$ cat config.mk
export PLATFORM = sky130hd
export DESIGN_NAME = pc_unit
export DESIGN_NICKNAME = d
export VERILOG_FILES = /design/src/rtl/pc_unit.sv
export SDC_FILE = /design/constraint.sdc
export NUM_CORES = 1
export LEC_CHECK = 0
export CORE_UTILIZATION = 49
export CTS_CLUSTER_DIAMETER = 60
export CTS_CLUSTER_SIZE = 16
export DETAILED_ROUTE_END_ITERATION = 8
export PLACE_DENSITY = 0.83
export SLEW_MARGIN = 15
export SYNTH_ARGS = -nofsm -noshare
export SYNTH_HDL_FRONTEND = slang
export SYNTH_SLANG_ARGS = --single-unit
$ cat constraint.sdc
create_clock -name clk -period 4.2 [get_ports clk]
set_input_delay 0.84 -clock clk [delete_from_list [all_inputs] [get_ports clk]]
set_output_delay 0.84 -clock clk [all_outputs]
set_load 0.02 [all_outputs]
$ cat src/rtl/pc_unit.sv
// pc_unit: fetch program counter with redirect target adder, valid/ready fetch handshake and misalignment trap FSM
//
// Optional feature: define C_EXT_EN for compressed (16-bit) instruction support.
//
// Parameters:
//    XLEN       PC / operand width
//    RESET_VEC  PC loaded by reset
//    TRAP_VEC   PC loaded on trap acknowledge
//    CNT_W      width of the saturating redirect counter
//
// Ports:
//    clk, rst            clock (rising edge), asynchronous active-high reset
//    BusA, Imm, br_pc    target adder operands
//    NxtASrc, NxtBSrc    operand selects (A: BusA/br_pc, B: Imm/step)
//    br_c, fetch_c       16-bit flags for redirect source and current fetch (C_EXT_EN only)
//    redirect, stall     load target / hold PC
//    if_ready            fetch accepts pc_out
//    trap_ack            leave HALT and resume at TRAP_VEC
//    pc_out, pc_valid    fetch address and its valid flag
//    misalign            high while halted on a misaligned redirect
//    epc, bad_addr       br_pc and target of the faulting redirect
//    redir_cnt           saturating count of accepted redirects
module pc_unit #(
   parameter int              XLEN      = 32,
   parameter logic [XLEN-1:0] RESET_VEC = '0,
   parameter logic [XLEN-1:0] TRAP_VEC  = XLEN'(32'h100),
   parameter int              CNT_W     = 16
) (
   input  logic             clk,
   input  logic             rst,
   input  logic [XLEN-1:0]  BusA,
   input  logic [XLEN-1:0]  Imm,
   input  logic [XLEN-1:0]  br_pc,
   input  logic             NxtASrc,
   input  logic             NxtBSrc,
   input  logic             br_c,
   input  logic             fetch_c,
   input  logic             redirect,
   input  logic             stall,
   input  logic             if_ready,
   output logic [XLEN-1:0]  pc_out,
   output logic             pc_valid,
   output logic             misalign,
   output logic [XLEN-1:0]  epc,
   output logic [XLEN-1:0]  bad_addr,
   input  logic             trap_ack,
   output logic [CNT_W-1:0] redir_cnt
);
   typedef enum logic [1:0] {BOOT, RUN, HALT} state_t;
   state_t           state_q;
   logic [XLEN-1:0]  pc_q, epc_q, bad_q;
   logic [CNT_W-1:0] cnt_q;
   logic             valid_q, mis_q;
   logic [XLEN-1:0]  op_a, op_b, step, step_b, tgt_d, seq_d;
   logic             bad_d;
   assign op_a  = NxtASrc ? BusA : br_pc;
   assign op_b  = NxtBSrc ? Imm : step_b;
   assign tgt_d = (op_a + op_b) & ~XLEN'(1);
   assign seq_d = pc_q + step;
`ifdef C_EXT_EN
   assign step   = fetch_c ? XLEN'(2) : XLEN'(4);
   assign step_b = br_c ? XLEN'(2) : XLEN'(4);
   // halfword alignment is always satisfied once bit 0 is cleared
   assign bad_d  = 1'b0;
`else
   logic unused_c;
   assign unused_c = fetch_c ^ br_c;
   assign step     = XLEN'(4);
   assign step_b   = XLEN'(4);
   assign bad_d    = tgt_d[1];
`endif
   always_ff @(posedge clk or posedge rst) begin
      if (rst) begin
         state_q <= BOOT;
         pc_q    <= RESET_VEC;
         valid_q <= 1'b0;
         mis_q   <= 1'b0;
         epc_q   <= '0;
         bad_q   <= '0;
         cnt_q   <= '0;
      end else begin
         case (state_q)
            BOOT: begin
               state_q <= RUN;
               valid_q <= 1'b1;
            end
            RUN: begin
               // redirect wins over stall and discards any un-accepted fetch
               if (redirect && bad_d) begin
                  state_q <= HALT;
                  valid_q <= 1'b0;
                  mis_q   <= 1'b1;
                  epc_q   <= br_pc;
                  bad_q   <= tgt_d;
               end else if (redirect) begin
                  pc_q <= tgt_d;
                  if (~&cnt_q) cnt_q <= cnt_q + CNT_W'(1);
               end else if (!stall && if_ready) begin
                  pc_q <= seq_d;
               end
            end
            HALT: begin
               if (trap_ack) begin
                  state_q <= RUN;
                  pc_q    <= TRAP_VEC;
                  valid_q <= 1'b1;
                  mis_q   <= 1'b0;
               end
            end
            default: state_q <= BOOT;
         endcase
      end
   end
   assign pc_out    = pc_q;
   assign pc_valid  = valid_q;
   assign misalign  = mis_q;
   assign epc       = epc_q;
   assign bad_addr  = bad_q;
   assign redir_cnt = cnt_q;
endmodule

; Word-level counts from Yosys, hierarchy flattened
; Index checks and enable logic that the tools add are counted.
[totals]
regBits = 115
latch_bits = 0
mem_bits_rw = 0
mem_bits_ro = 0
wordCells = 47
mem_count = 0
[classes]
n_addsub = 3
mul = 0
div_mod_pow = 0
order_cmp = 0
n_eq_ne = 6
n_shift = 0
muxes = 16
bitwise = 2
n_reduce_logical = 13
[ops]
columns = cell, count
row1 = $mux 32, 6
row2 = $pmux 32 s2, 1
row3 = $add 32x3->32 const B, 1
row4 = $add 32x32->32, 1
row5 = $add 16x1->16 const B, 1
row6 = $reduce_and 16->1, 1
row7 = $reduce_and 4->1, 2
row8 = $ne 2x2->1 const B, 3
row9 = $pmux 2 s3, 1
row10 = $reduce_and 3->1, 2
row11 = $mux 1, 4
row12 = $mux 2, 2
row13 = $reduce_and 2->1, 2
row14 = $ne 3x3->1 const B, 1
row15 = $pmux 1 s3, 1
row16 = $reduce_bool 3->1, 1
row17 = $eq 2x1->1 const B, 1
row18 = $eq 2x2->1 const B, 1
row19 = $logic_and 1x1->1, 2
row20 = $logic_not 2->1, 1
row21 = $not 1->1, 2
row22 = $pmux 1 s2, 1
row23 = $reduce_bool 2->1, 1
row24 = $logic_not 1->1, 1

; Longest topological paths before layout
; Gate-level depths: netlist (run 1).
[logic_depth]
word_depth = 6
mapped_depth = 12
mapped_depth_nobuf = 10

; Worst setup path before layout (run 1)
; OpenSTA, ideal clock, no wires.
[synth_timing]
kind = input port to flip-flop
startpoint = input port NxtASrc
endpoint = register cnt_q[15] (netlist: redir_cnt[15])
arrival_time_ps = 3460
t_required_ps = 4071
slack_ps = 611
cell_stages = 11
n_path_buf = 2
cell_sequence = buf_4 -> clkbuf_1 -> mux2_2 -> fa_1 -> nor2b_1 -> nand2_1 -> a31oi_2 -> nand3_1 -> nor4_4 -> nand4_1 -> xnor2_1
[synth_via]
elab_chain_len = 5
[synth_rtl]
columns = item, line
row1 = start: declaration, 34  ; input logic NxtASrc,
row2 = $mux 32, 56  ; assign op_a = NxtASrc ? BusA : br_pc;
row3 = $add 32x32->32, 58  ; assign tgt_d = (op_a + op_b) & ~XLEN'(1);
row4 = named net bad_d, 55  ; logic bad_d;
row5 = $logic_and 1x1->1, 89  ; if (redirect && bad_d) begin
row6 = $not 1->1 (no line), --
row7 = $reduce_and 4->1 (no line), --
row8 = end signal: assignment, 97  ; if (~&cnt_q) cnt_q <= cnt_q + CNT_W'(1);
row9 = end: declaration, 52  ; logic [CNT_W-1:0] cnt_q;
; The timed path passes the listed nets, and every way through them passes these cells.
; A chain may end at the register's enable or synchronous reset.

; Worst setup path in the final report (run 1)
[layout_timing]
startpoint = input port NxtASrc
endpoint = register pc_q[30] (netlist: pc_out[30])
[layout_via]
elab_chain_len = 5
[layout_rtl]
columns = item, line
row1 = $mux 32 *, 56
row2 = $add 32x32->32 *, 58
row3 = $mux 32 / $logic_and 1x1->1 (equally long branches), "95, 89"
row4 = $mux 32 / $ne 2x2->1 (equally long branches), --
row5 = $pmux 32 s2 / $reduce_and 4->1 (equally long branches), --
row6 = end signal: assignment, 96  ; pc_q <= tgt_d;
row7 = end signal: assignment, 99  ; pc_q <= seq_d;
row8 = end: declaration, 51  ; logic [XLEN-1:0] pc_q, epc_q, bad_q;
; Mark *: on every way between the ends. The rest lies on a longest branch, timed or not. The select of a mux whose other input is x is not followed.

==> flow_summary.ini, run 1 <==
[worst_setup_path]
worstSetupPathType = in2reg
endpoint_kind = register
start_kind = input port
crit_arrival_ps = 4160
path_buf_inv = 3
cp.required_ps = 4480
slowest_stage = clkdlybuf4s50_1
r2r-start = state_q[1]
worst-path-max-fanout = 20
max_stage_delay_ps = 500
ff2ff_path_depth = 9
critical_path.top_delay_family = compound AO/OA/AOI/OAI gates
crit_chain = clkdlybuf4s50_1, buf_12, buf_12, mux2_2, ha_1, nand2_1, nor4_1, o21ai_0, a31oi_1, a31oi_1, xor2_1, o221ai_1
r2r-end = pc_out[16]
regToRegSetupSlack_ps = 1520

[sta]
fin_ws_ps = 327
layout_min_cycle_time_ps = 3870
whs_ps = 471
finalHoldViolations = 0
fin_worst_skew_ps = 6.28
tightest_slew_ps = 844
relSlewSlack_pct = 43.6
fmax_mhz = 258
setup_violations = 0
period_share_pct = 92.2
rsz0062_at_grt = false
drv_slew = 0
tns_ps = 0

[clock_network]
clkTransAtPathRegs_ps = 50
clockBufferDepth = 2
insertion_delay_ps = 420
h-tree-depth = 4
ctsHoldBuffers = 0
cts_buffers = 17
cts_tree = done
cts_resized = 0
post_cts_buffers = 0
cts-root-buf = clkbuf_16
cts.sinks = 114

[final_layout]
antenna_cells = 0
register_area_mm2 = 0.00285
syn_to_final_growth_pct = 41.6
drive_gt1_share_pct = 11.3
nFillCells = 1124
final_area_mm2 = 0.0109
nNetsFinal = 1284
multiInputGateArea_mm2 = 0.00460

[die]
fp.coreArea_mm2 = 0.0153
rows = 45
initial_core_util_pct = 50.4
fp.dieH_um = 127
die_area_mm2 = 0.0162
die_w_um = 127
pin_count = 220

[outcome]
status = completed

[placed_design]
pre_cts_slack_ps = 59.9
place.port_buffers = 215
postPlaceCellArea_mm2 = 0.0103
dp.final_hpwl_um = 18000
gp_congestion = 0.892

[flow_run]
drv_cap = 0

[grt]
grt_max_degree = 62
grt_pass1_wl_um = 37600
antenna_found_initial = 0
grt_overflow_total = 0
grt_usage_pct = 30.0
grt_pass1_vias = 7307

[synthesis]
avgSynthCellArea_um2 = 8.50
synthTopCellsByArea = dfrtp_1 37%, nand2_1 9.2%, ha_1 5.9%, mux2_2 4.7%, o21ai_0 4.2%
syn_area_mm2 = 0.00769
synthFlopType = dfrtp_1
synth_seq_cells = 114
yosysUniqueCellTypes = 69
seq_area_frac_synth_pct = 37.1
async_reset_ff_share_pct = 100
yosysWarningCount = 0
synth_top_area_cell = dfrtp_1
yosysTopAreaCellShare_pct = 37.1
syn_inst = 905
synth_edf_count = 0

[detailed_routing]
drcViolationCount = 0
wl_met2_um = 11200
route.top_layer_used = met4
drt-vias-per-instance = 5.67
met3WireLength_um = 1820
post_drt_wl_per_cell_um = 17.4
drt_iter0_markers = 717
wl_met1_um = 10300
wirelength_um = 23700
first_pass_iters = 5
antenna_left = 0
vias = 7742

[hold_path]
hp-start = bad_addr[1]
hold_path_class = reg2reg
worstHoldPathCells = 1
hold_end = bad_addr[1]

[power]
fin_total_pwr_mw = 6.40
power.density_mw_per_mm2 = 587
leakagePower_nw = 4.72
vdd_drop_max_mv = 0.289
## routing by layer
metal / track usage, % / vias to the layer above
li1: - / 3681
met1: 39.9 / 3663
met2: 48.5 / 366
met3: 7.54 / 32
met4: 8.19 / 0
met5: 0 / -
## power breakdown
part	internal, mW	leakage, nW	switching, mW	total, mW
Clock	0.903	0.275	0.545	1.45
Sequential	1.54	1.45	0.417	1.95
Combinational	1.37	2.99	1.62	2.99
## layout by cell type, fill, tap and decap left out, types with 3 or more instances in the layout
cell type and count:
a211oi_1 5, a21o_1 11, a21oi_1 56, a31oi_1 12, and2_1 32, and3_1 6
and4_1 8, buf_4 43, clkbuf_16 17, clkdlybuf4s50_1 215, clkinv_2 3, clkinvlp_4 5
dfrtp_1 114, ha_1 36, inv_1 18, mux2_2 32, mux2i_1 6, nand2_1 189
nand2b_1 7, nand3_1 25, nand4_1 19, nor2_1 48, nor2_2 3, nor2b_1 5
nor3_1 12, nor4_1 4, o211ai_1 6, o21a_1 8, o21ai_0 65, o21ai_1 14
o21bai_1 9, o221ai_1 10, o22ai_1 8, o31ai_1 4, or3_1 3, xnor2_1 25
xor2_1 22
## how the worst max path moves through the flow
stage / startpoint / to / slack (ps) / depth (start not counted)
6_report: NxtASrc / pc_out[30] / 330 / 12
5_1_grt: NxtASrc / pc_out[16] / 210 / 11
4_1_cts: NxtASrc / pc_out[29] / 430 / 10
3_5_place_dp: NxtASrc / bad_addr[26] / 60 / 13
3_3_place_gp: NxtASrc / pc_out[30] / 70 / 12
2_1_floorplan: rst / bad_addr[10] / 340 / 1
## cell type report
type	count	share of cell area (%)
inverter	19	0.678
clock inverter	12	1.19
tap	211	2.42
multi-input combinational	729	42.2
timing repair buffer	260	23.1
sequential	114	26.2
clock buffer	20	4.19
## synth_stat cells (22+ instances only)
| library cell | instances |
|---|---|
| o21ai_0 | 65 |
| nand3_1 | 26 |
| and2_1 | 32 |
| dfrtp_1 | 114 |
| xnor2_1 | 25 |
| nor2_1 | 48 |
| clkbuf_1 | 35 |
| mux2_2 | 32 |
| a21oi_1 | 56 |
| ha_1 | 36 |
| xor2_1 | 22 |
| nand2_1 | 189 |
## cell families (layout without fill, tap and decap cells)
logic type | after synthesis | after routing | synth area share (%)
flip-flops | 114 | 114 | 37.1
other | 1 | 2 | 0.0488
adder cells (fa/ha/maj) | 37 | 37 | 6.12
multiplexers | 39 | 39 | 5.65
XOR/XNOR | 47 | 47 | 5.35
AND/OR/NAND/NOR | 371 | 371 | 22.7
buffers and inverters | 63 | 311 | 3.32
AO/OA/AOI/OAI | 233 | 233 | 19.7
## metrics by stage
step	cells	utilization, %
after global routing	1365	71.4
after detailed placement	1333	67.5
after floorplan	906	-
final	1365	71.4
after global placement	1333	67.5
after CTS	1365	71.4
## sequential cells by signal, summed over array words and instances (netlist names)
signal / cells
bad_addr: 31
epc: 32
misalign: 1
pc_out: 31
pc_valid: 1
redir_cnt: 16
state_q: 2
Note: power is estimated with default switching activity, not from simulation.
==> run 2, diff against run 1 <==
--- a/config.mk
+++ b/config.mk
@@ -10,6 +10,7 @@
 export CTS_CLUSTER_SIZE = 16
 export DETAILED_ROUTE_END_ITERATION = 8
 export PLACE_DENSITY = 0.83
+export RECOVER_POWER = 25
 export SLEW_MARGIN = 15
 export SYNTH_ARGS = -nofsm -noshare
 export SYNTH_HDL_FRONTEND = slang
==> flow_summary.ini, run 2 (synthesis results as in run 1) <==
[sta]
tightest_slew_ps = 2250
fin_worst_skew_ps = 5.28
finalHoldViolations = 0
fmax_mhz = 260
drv_slew = 62
relSlewSlack_pct = -50.4
setup_violations = 0
layout_min_cycle_time_ps = 3850
fin_ws_ps = 353
rsz0062_at_grt = false
whs_ps = 467
period_share_pct = 91.6
tns_ps = 0

[detailed_routing]
drcViolationCount = 0
drt_iter0_markers = 751
post_drt_wl_per_cell_um = 17.3
wirelength_um = 23700
wl_met1_um = 10100
drt-vias-per-instance = 5.66
antenna_left = 0
route.top_layer_used = met4
first_pass_iters = 5
met3WireLength_um = 1980
wl_met2_um = 11200
vias = 7728

[grt]
grt_usage_pct = 30.0
grt_pass1_vias = 7307
antenna_found_initial = 0
grt_pass1_wl_um = 37600
grt_overflow_total = 0
grt_max_degree = 62

[clock_network]
cts_buffers = 17
post_cts_buffers = 0
h-tree-depth = 4
cts_tree = done
insertion_delay_ps = 420
ctsHoldBuffers = 0
clkTransAtPathRegs_ps = 60
cts_resized = 0
cts.sinks = 114
clockBufferDepth = 2
cts-root-buf = clkbuf_16

[outcome]
status = finished, violations left
violations = capacitance limit, slew limit

[hold_path]
hold_path_class = reg2reg

[power]
vdd_drop_max_mv = 0.289
leakagePower_nw = 4.72
power.density_mw_per_mm2 = 588
fin_total_pwr_mw = 6.40

[final_layout]
drive_gt1_share_pct = 11.2
nNetsFinal = 1284
largest_reg_flops = 32
antenna_cells = 0
layout_commonest_cell = clkdlybuf4s50_1
final_cell_mix = 214 x clkdlybuf4s50_1, 189 x nand2_1, 114 x dfrtp_1
nFillCells = 1126
final-instance-count-excl-fill = 1365
syn_to_final_growth_pct = 41.5

[worst_setup_path]
start_kind = input port
crit_arrival_ps = 4130
worstSetupPathType = in2reg
endpoint_kind = register
worst-path-max-fanout = 20
cp.required_ps = 4490

[placed_design]
place.port_buffers = 215
placedCellCount = 1333
gp_congestion = 0.892
dp.final_hpwl_um = 18000
pre_cts_slack_ps = 59.9

[die]
fp.coreArea_mm2 = 0.0153
pin_count = 220
initial_core_util_pct = 50.4
rows = 45
fp.dieH_um = 127
die_w_um = 127
die_area_mm2 = 0.0162

[flow_run]
drv_cap = 1
==> run 2: cell count changes in the layout (fill, tap and decap cells not counted) <==
| cell | delta |
|---|---|
| inv_4 | -1 |
| clkdlybuf4s50_1 | -1 |
| buf_4 | -1 |
| dlygate4sd3_1 | +1 |
| clkbuf_2 | +1 |
| inv_1 | +1 |
==> run 2: metrics by stage <==
step	area (um^2)	util, %
final	10900	71.3
after CTS	10900	71.4
after global placement	10300	67.5
after global routing	10900	71.3
after detailed placement	10300	67.5
after floorplan	7690	-
==> run 2: cell type report <==
class                      instances  area [um^2]  area share [%]
clock buffer                      20          457            4.19
sequential                       114         2850            26.2
multi-input combinational        729         4600            42.2
clock inverter                    12          130            1.20
inverter                          19         71.3           0.655
tap                              211          264            2.43
timing repair buffer             260         2510            23.1
==> run 2: path summary, 6_finish.rpt <==
kind / start / endpoint / slack (ps) / depth (start not counted)
setup / recovery: NxtASrc / pc_out[30] / 350 / 12
hold reg to reg: bad_addr[1] / bad_addr[1] / 470 / 1
min in group asynchronous: rst / redir_cnt[10] / 1660 / 2
setup reg to reg: state_q[1] / pc_out[29] / 1550 / 8
hold / removal: bad_addr[1] / bad_addr[1] / 470 / 1
max in group asynchronous: rst / pc_out[17] / 920 / 3
==> run 2: power by group <==
group	leakage (nW)	switching [mW]	internal, mW	total [mW]
Sequential	1.45	0.419	1.54	1.96
Clock	0.275	0.547	0.903	1.45
Combinational	2.99	1.62	1.37	2.99
==> run 2: critical path: stages <==
cell	delay (ps)
clkdlybuf4s50_1	500
buf_12	160
buf_12	170
mux2_2	360
ha_1	400
nand2_1	110
nor4_1	300
o21ai_0	200
a31oi_1	390
a31oi_1	150
xor2_1	370
o221ai_1	160
==> run 2: metal layers <==
layer | global-route usage [%] | vias to the layer above
li1 | - | 3688
met4 | 8.19 | 0
met5 | 0 | -
met3 | 7.54 | 38
met2 | 48.5 | 374
met1 | 39.9 | 3628
